<file path="src/rtl/pipe_hazard_ctrl.sv">
// ---------------------------------------------------------------------------
// pipe_hazard_ctrl
//
// Hazard and sequencing controller for the IF/EX pipeline register and the PC.
// It detects load-use hazards against the instruction in EX and reacts to
// branches resolved taken in EX. From these it generates the PC write-enable,
// the IF/EX write-enable and flush, and the EX bubble. A busy data memory
// freezes the whole front end. Two saturating counters record load-stall
// cycles and taken-branch flush events.
//
// Parameters
//   STALL_CYCLES    bubble cycles per load-use hazard (1..15)
//   BRANCH_PENALTY  IF/EX flush cycles per taken branch (1..15)
//
// Ports
//   clk            clock, rising edge
//   Reset          synchronous, active-high reset
//   id_rs, id_rt   source register fields of the instruction in ID
//   id_uses_rt     ID instruction reads rt
//   ex_rd          destination register of the instruction in EX
//   ex_mem_read    EX instruction is a load
//   branch_taken   branch in EX resolved taken this cycle
//   mem_busy       data memory not ready
//   pc_write_en    PC loads its next value at the edge
//   ifex_write_en  IF/EX register write-enable
//   ifex_flush     IF/EX register loads a NOP at the edge
//   ex_bubble      ID/EX control is zeroed at the edge
//   freeze         whole front end held
//   state          0 = RUN, 1 = LOAD_STALL, 2 = FLUSH
//   stall_cnt      load-stall cycle count, saturating
//   flush_cnt      taken-branch flush event count, saturating
// ---------------------------------------------------------------------------
module pipe_hazard_ctrl #(
    parameter int STALL_CYCLES   = 1,
    parameter int BRANCH_PENALTY = 1
) (
    input  logic        clk,
    input  logic        Reset,
    input  logic [4:0]  id_rs,
    input  logic [4:0]  id_rt,
    input  logic        id_uses_rt,
    input  logic [4:0]  ex_rd,
    input  logic        ex_mem_read,
    input  logic        branch_taken,
    input  logic        mem_busy,
    output logic        pc_write_en,
    output logic        ifex_write_en,
    output logic        ifex_flush,
    output logic        ex_bubble,
    output logic        freeze,
    output logic [1:0]  state,
    output logic [15:0] stall_cnt,
    output logic [15:0] flush_cnt
);

    typedef enum logic [1:0] {
        RUN        = 2'd0,
        LOAD_STALL = 2'd1,
        FLUSH      = 2'd2
    } state_t;

    // The first stall/flush cycle is spent in RUN, so the down-counter only
    // has to cover the remaining N-1 cycles and ends at zero.
    localparam logic [3:0] STALL_RELOAD = 4'(STALL_CYCLES - 2);
    localparam logic [3:0] FLUSH_RELOAD = 4'(BRANCH_PENALTY - 2);

    state_t     state_q;
    state_t     state_d;
    logic [3:0] cnt_q;
    logic [3:0] cnt_d;
    logic       stall_inc;
    logic       flush_inc;
    logic       take_branch;
    logic       hz;

    // Register 0 is hard-wired zero, so a load targeting it never hazards.
    assign hz = ex_mem_read && (ex_rd != 5'd0) &&
                ((ex_rd == id_rs) || (id_uses_rt && (ex_rd == id_rt)));

    assign state = state_q;

    // Mealy control: outputs and next state from current state and inputs.
    // A busy memory leaves next-state equal to current state, so everything
    // simply holds for the busy duration.
    always_comb begin
        pc_write_en   = 1'b1;
        ifex_write_en = 1'b1;
        ifex_flush    = 1'b0;
        ex_bubble     = 1'b0;
        freeze        = 1'b0;
        state_d       = state_q;
        cnt_d         = cnt_q;
        stall_inc     = 1'b0;
        flush_inc     = 1'b0;
        take_branch   = 1'b0;

        if (Reset) begin
            pc_write_en   = 1'b0;
            ifex_write_en = 1'b0;
            ifex_flush    = 1'b1;
            ex_bubble     = 1'b1;
        end else if (mem_busy) begin
            freeze        = 1'b1;
            pc_write_en   = 1'b0;
            ifex_write_en = 1'b0;
        end else begin
            case (state_q)
                RUN: begin
                    // A hazard alongside a taken branch belongs to a
                    // wrong-path instruction and is dropped.
                    if (branch_taken) begin
                        take_branch = 1'b1;
                    end else if (hz) begin
                        pc_write_en   = 1'b0;
                        ifex_write_en = 1'b0;
                        ex_bubble     = 1'b1;
                        stall_inc     = 1'b1;
                        if (STALL_CYCLES > 1) begin
                            state_d = LOAD_STALL;
                            cnt_d   = STALL_RELOAD;
                        end
                    end
                end
                LOAD_STALL: begin
                    if (branch_taken) begin
                        take_branch = 1'b1;
                    end else begin
                        pc_write_en   = 1'b0;
                        ifex_write_en = 1'b0;
                        ex_bubble     = 1'b1;
                        stall_inc     = 1'b1;
                        if (cnt_q == 4'd0) begin
                            state_d = RUN;
                        end else begin
                            cnt_d = cnt_q - 4'd1;
                        end
                    end
                end
                FLUSH: begin
                    ifex_flush = 1'b1;
                    if (cnt_q == 4'd0) begin
                        state_d = RUN;
                    end else begin
                        cnt_d = cnt_q - 4'd1;
                    end
                end
                default: begin
                    state_d = RUN;
                    cnt_d   = 4'd0;
                end
            endcase

            // Shared by RUN and by a stall aborted from LOAD_STALL.
            if (take_branch) begin
                ifex_flush = 1'b1;
                flush_inc  = 1'b1;
                if (BRANCH_PENALTY > 1) begin
                    state_d = FLUSH;
                    cnt_d   = FLUSH_RELOAD;
                end else begin
                    state_d = RUN;
                end
            end
        end
    end

    always_ff @(posedge clk) begin
        if (Reset) begin
            state_q   <= RUN;
            cnt_q     <= 4'd0;
            stall_cnt <= 16'd0;
            flush_cnt <= 16'd0;
        end else begin
            state_q <= state_d;
            cnt_q   <= cnt_d;
            if (stall_inc && (stall_cnt != 16'hFFFF)) begin
                stall_cnt <= stall_cnt + 16'd1;
            end
            if (flush_inc && (flush_cnt != 16'hFFFF)) begin
                flush_cnt <= flush_cnt + 16'd1;
            end
        end
    end

endmodule

</file>
<file path="config.mk">
export PLATFORM = sky130hd
export DESIGN_NAME = pipe_hazard_ctrl
export DESIGN_NICKNAME = d
export VERILOG_FILES = /design/src/rtl/pipe_hazard_ctrl.sv
export SDC_FILE = /design/constraint.sdc
export NUM_CORES = 1
export LEC_CHECK = 0
export CORE_UTILIZATION = 40
export DETAILED_ROUTE_END_ITERATION = 10
export HOLD_SLACK_MARGIN = 0.03
export PLACE_DENSITY = 0.71
export SETUP_SLACK_MARGIN = 0.4
export SYNTH_ARGS = -nofsm -noshare
export SYNTH_HDL_FRONTEND = slang
export SYNTH_SLANG_ARGS = --single-unit
</file>
<file path="constraint.sdc">
create_clock -name clk -period 5.2 [get_ports clk]
set_input_delay 1.56 -clock clk [delete_from_list [all_inputs] [get_ports clk]]
set_output_delay 1.56 -clock clk [all_outputs]
set_load 0.02 [all_outputs]
</file>
After elaboration in Yosys (flattened, before gate mapping)
Cells that the tools add are included.
- output and inout port bits: 39
- input bits: 21
- word-level logic and storage cells: 62
- register bits: 38
- reductions and logical operators: 12
- add/sub/neg operators: 3
- eq/ne operators: 9
- bitwise logic cells: 2
- multiplexer cells: 32
- operators with widths (cell ; number):
    adder 16 x 1 -> 16 bit (second input constant) ; 2
    inequality test 16 bit (second input constant) ; 2
    two-way mux 1 bit ; 23
    case mux 4 bit (3 select lines) ; 1
    equality test 5 bit ; 2
    two-way mux 4 bit ; 2
    two-way mux 2 bit ; 3
    case mux 2 bit (3 select lines) ; 1
    AND reduction 3 bit ; 2
    logical AND 1 bit ; 5
    nonzero test 5 bit ; 1
    zero test 4 bit ; 1
    inequality test 2 bit (second input constant) ; 2
    case mux 1 bit (2 select lines) ; 2
    subtractor 4 x 1 -> 4 bit (second input constant) ; 1
    inequality test 3 bit (second input constant) ; 1
    equality test 2 x 1 -> 1 bit (second input constant) ; 1
    equality test 2 bit (second input constant) ; 1
    zero test 2 bit ; 1
    inverter 1 bit ; 2
    OR reduction 2 bit ; 1
    logical OR 1 bit ; 1

Depth between registers and ports, before layout
- word-level depth: 10
- gate-level depth with buffers: 7
- depth with buffers taken out: 6

Worst setup path before layout
Ideal clock, no wire load.
- path kind: in2out
- start: input id_rt[4]
- end: output pc_write_en
- buffers on the path: 2
- required time: 3.640 ns
- stages on the path: 7
- arrival time: 3.042 ns
- path slack: 0.598 ns
- cell sequence: xor2_1 nor4_1 a32oi_1 clkbuf_2 nor2b_1 nor3_1 buf_4
- longest elaborated chain between the ends: 9
- ends and longest elaborated chain (element ; line ; source):
    from (decl) ; 40 ; input logic [4:0] id_rt,
    equality test 5 bit ; 78 ; ((ex_rd == id_rs) || (id_uses_rt && (ex_rd == id_rt)));
    logical AND 1 bit ; 78 ;
    logical OR 1 bit ; 78 ;
    logical AND 1 bit ; 77 ; assign hz = ex_mem_read && (ex_rd != 5'd0) &&
    two-way mux 1 bit (2 in series) ; n/a ;
    case mux 1 bit (2 select lines) ; n/a ;
    two-way mux 1 bit (2 in series) ; n/a ;
    to (decl) ; 46 ; output logic pc_write_en,
No other way between the ends.

Worst setup path after layout
- start: input mem_busy
- end: output ifex_flush
- longest elaborated chain between the ends: 2
- ends and longest elaborated chain (element ; line ; source):
    from (decl) ; 45 ; input logic mem_busy,
    two-way mux 1 bit ; 102 ; end else if (mem_busy) begin
    two-way mux 1 bit ; 97 ; if (Reset) begin
    to (decl) ; 48 ; output logic ifex_flush,
No other way between the ends.

==> results.toml <==
[run_status]
status = "finished, final reports clean"

[route]
drc = 0
antenna_left = 0
drt_pass1_iterations = 6
wl_per_cell_um = 13.2
via_count = 1797
viasPerCell = 5.36
drt_iter0_drc = 87
wirelength_um = 4410

[yosys]
ys_seq_area_share_pct = 34.6
ys.flop_type = "dfxtp_1"
netlist_instances = 226
netlist-cell-type-count = 42
syn_area_um2 = 1850
yosys.area.top_type = "dfxtp_1"
synth_edf_count = 0
synthArstFlopShare_pct = 0
yosysWarningCount = 0
synth-seq-cells = 32
netlist.area_leader.share_pct = 34.6
synthTopCellsByArea = "dfxtp_1 35%, xnor2_1 7.6%, nor2_1 5.7%"
avgSynthCellArea_um2 = 8.19

[global_routing]
grt_pass1_wl_um = 7180
grt_max_degree = 29
grt.total_usage_pct = 18.3
grt_overflow = 0
first_global_vias = 1589
grt_antenna_before_repair = 0

[die]
fp.dieH_um = 70.0
start_util_pct = 41.9
dieArea_um2 = 4900
core-area_um2 = 4410
die_x_um = 70.0
ioPinCount = 60
rows = 24

[cells_and_area]
final_layout_size_suffix_gt1_share_pct = 9.19
antenna_cells = 0
layout_common_cells = "52 x clkdlybuf4s50_1, 32 x dfxtp_1, 28 x nor2_1"
final_net_count = 306
syn2layout_area_growth_pct = 37.6
layout_commonest_cell = "clkdlybuf4s50_1"

[clock_network]
cts_inserted_buffers = 5
cts_root_buffer = "clkbuf_8"
clk_pin_slew_ps = 60
cts_tree = "yes"
postCtsSetupBuffers = 0
cts_buffer_depth = 2
cts_sinks = 32
clkLatencyLatePin_ps = 290
cts.htree.levels = 2

[worst_setup_path]
start_kind = "input port"
cp.required_ps = 3640
path_max_fanout = 10
critPathKind = "input port to primary output"
worstPathArrival_ps = 3120
cp-end-kind = "primary output"

[power_and_ir_drop]
total_power_w = 0.000513
p_per_area_nw_per_um2 = 201
irDropWorstVdd_v = 0.000128
leakage_nw = 0.850

[timing]
fmax_mhz = 214
tightest_slew_ps = 591
fin_hold_ws_ps = 507
fin_skew_ps = 3.92
final-hold-violation-count = 0
period_needed_ps = 4680
setup_viol = 0
slew_headroom_pct = 60.3
setup_tns_ps = 0
rsz0062_at_grt = "false"
period_share_pct = 89.9
drv_slew = 0

[place]
placement.io_buffers = 57
dp_hpwl_um = 3170
routabilityCongestion = 0.873

[min_path]
hold_class = "flip-flop to flip-flop"

[flow_run]
drv_cap = 0
## area by class of cell
class                      instances  area (um^2)
inverter                           6         22.5
sequential                        32          641
tap                               52         65.1
clock buffer                       7         96.3
timing repair buffer              61          591
multi-input combinational        177         1130
fill                             428         1870
## power by group
| group | switching (W) | internal, W |
|---|---|---|
| clock | 0.0000916 | 0.000118 |
| sequential | 0.00000124 | 0.000246 |
| combinational | 0.0000289 | 0.0000274 |
## what timing repair did
item,in CTS,in global routing
gates resized for setup,12,6
endpoints found under the hold margin,0,0
hold buffers,0,0
pin swaps,1,2
setup endpoints to repair,3,3
## synthesized netlist by cell type, drive strengths merged (2+ instances only)
cell type  instances
dfxtp             32
nor2              28
a21oi             16
xnor2             16
nand3             13
nand4             10
o21ai              9
or3                9
xor2               9
nor4               8
nor3               7
buf                6
clkbuf             6
inv                6
nand2              6
and3               5
nor2b              5
mux2               4
or4                4
a211oi             3
nand2b             3
o31ai              3
and2               2
and4               2
ha                 2
nor3b              2
or2                2
## worst max-delay path, stage by stage
cell	delay, ps
clkdlybuf4s50_1	450
nand2b_1	340
nand2b_1	160
clkdlybuf4s50_1	610
## routing by layer
metal	up-vias	track usage (%)	part of all wire [%]
li1	919	-	-
met1	831	22.1	47
met2	39	30.3	47
met3	8	4.47	4.1
met4	0	8.67	1.7
met5	-	0	0
## flip-flops by register name, indices dropped and copies added, names as in the netlist
register / count
flush_cnt: 16
stall_cnt: 16
## stage by stage
stage | setup slack, ps | instances | instance area, um^2 | util, %
3_3_place_gp | 29.1 | 328 | 2450 | 55.6
4_1_cts | 393 | 335 | 2550 | 57.7
5_1_grt | 412 | 335 | 2550 | 57.7
6_report | 525 | 335 | 2550 | 57.7
3_5_place_dp | 24.5 | 328 | 2450 | 55.6
2_1_floorplan | 598 | 227 | 1850 | -
## worst paths after layout
check / to / cells past startpoint / startpoint / slack, ps
max reg2reg: stall_cnt[5] / 5 / stall_cnt[7] / 3300
min: stall_cnt[15] / 2 / stall_cnt[15] / 510
max: ifex_flush / 4 / mem_busy / 520
min reg2reg: stall_cnt[15] / 2 / stall_cnt[15] / 510
## logic make-up after synthesis
group	share of synthesized area, %
AOI/OAI and AO/OA	11.7
xor gates and xnor gates	11.8
adders and majority gates	1.35
buffers and inverters	4.87
DFF	34.6
muxes	2.97
other	0.203
and+or+nand+nor	32.5
Power figures use the tool's default switching activity.
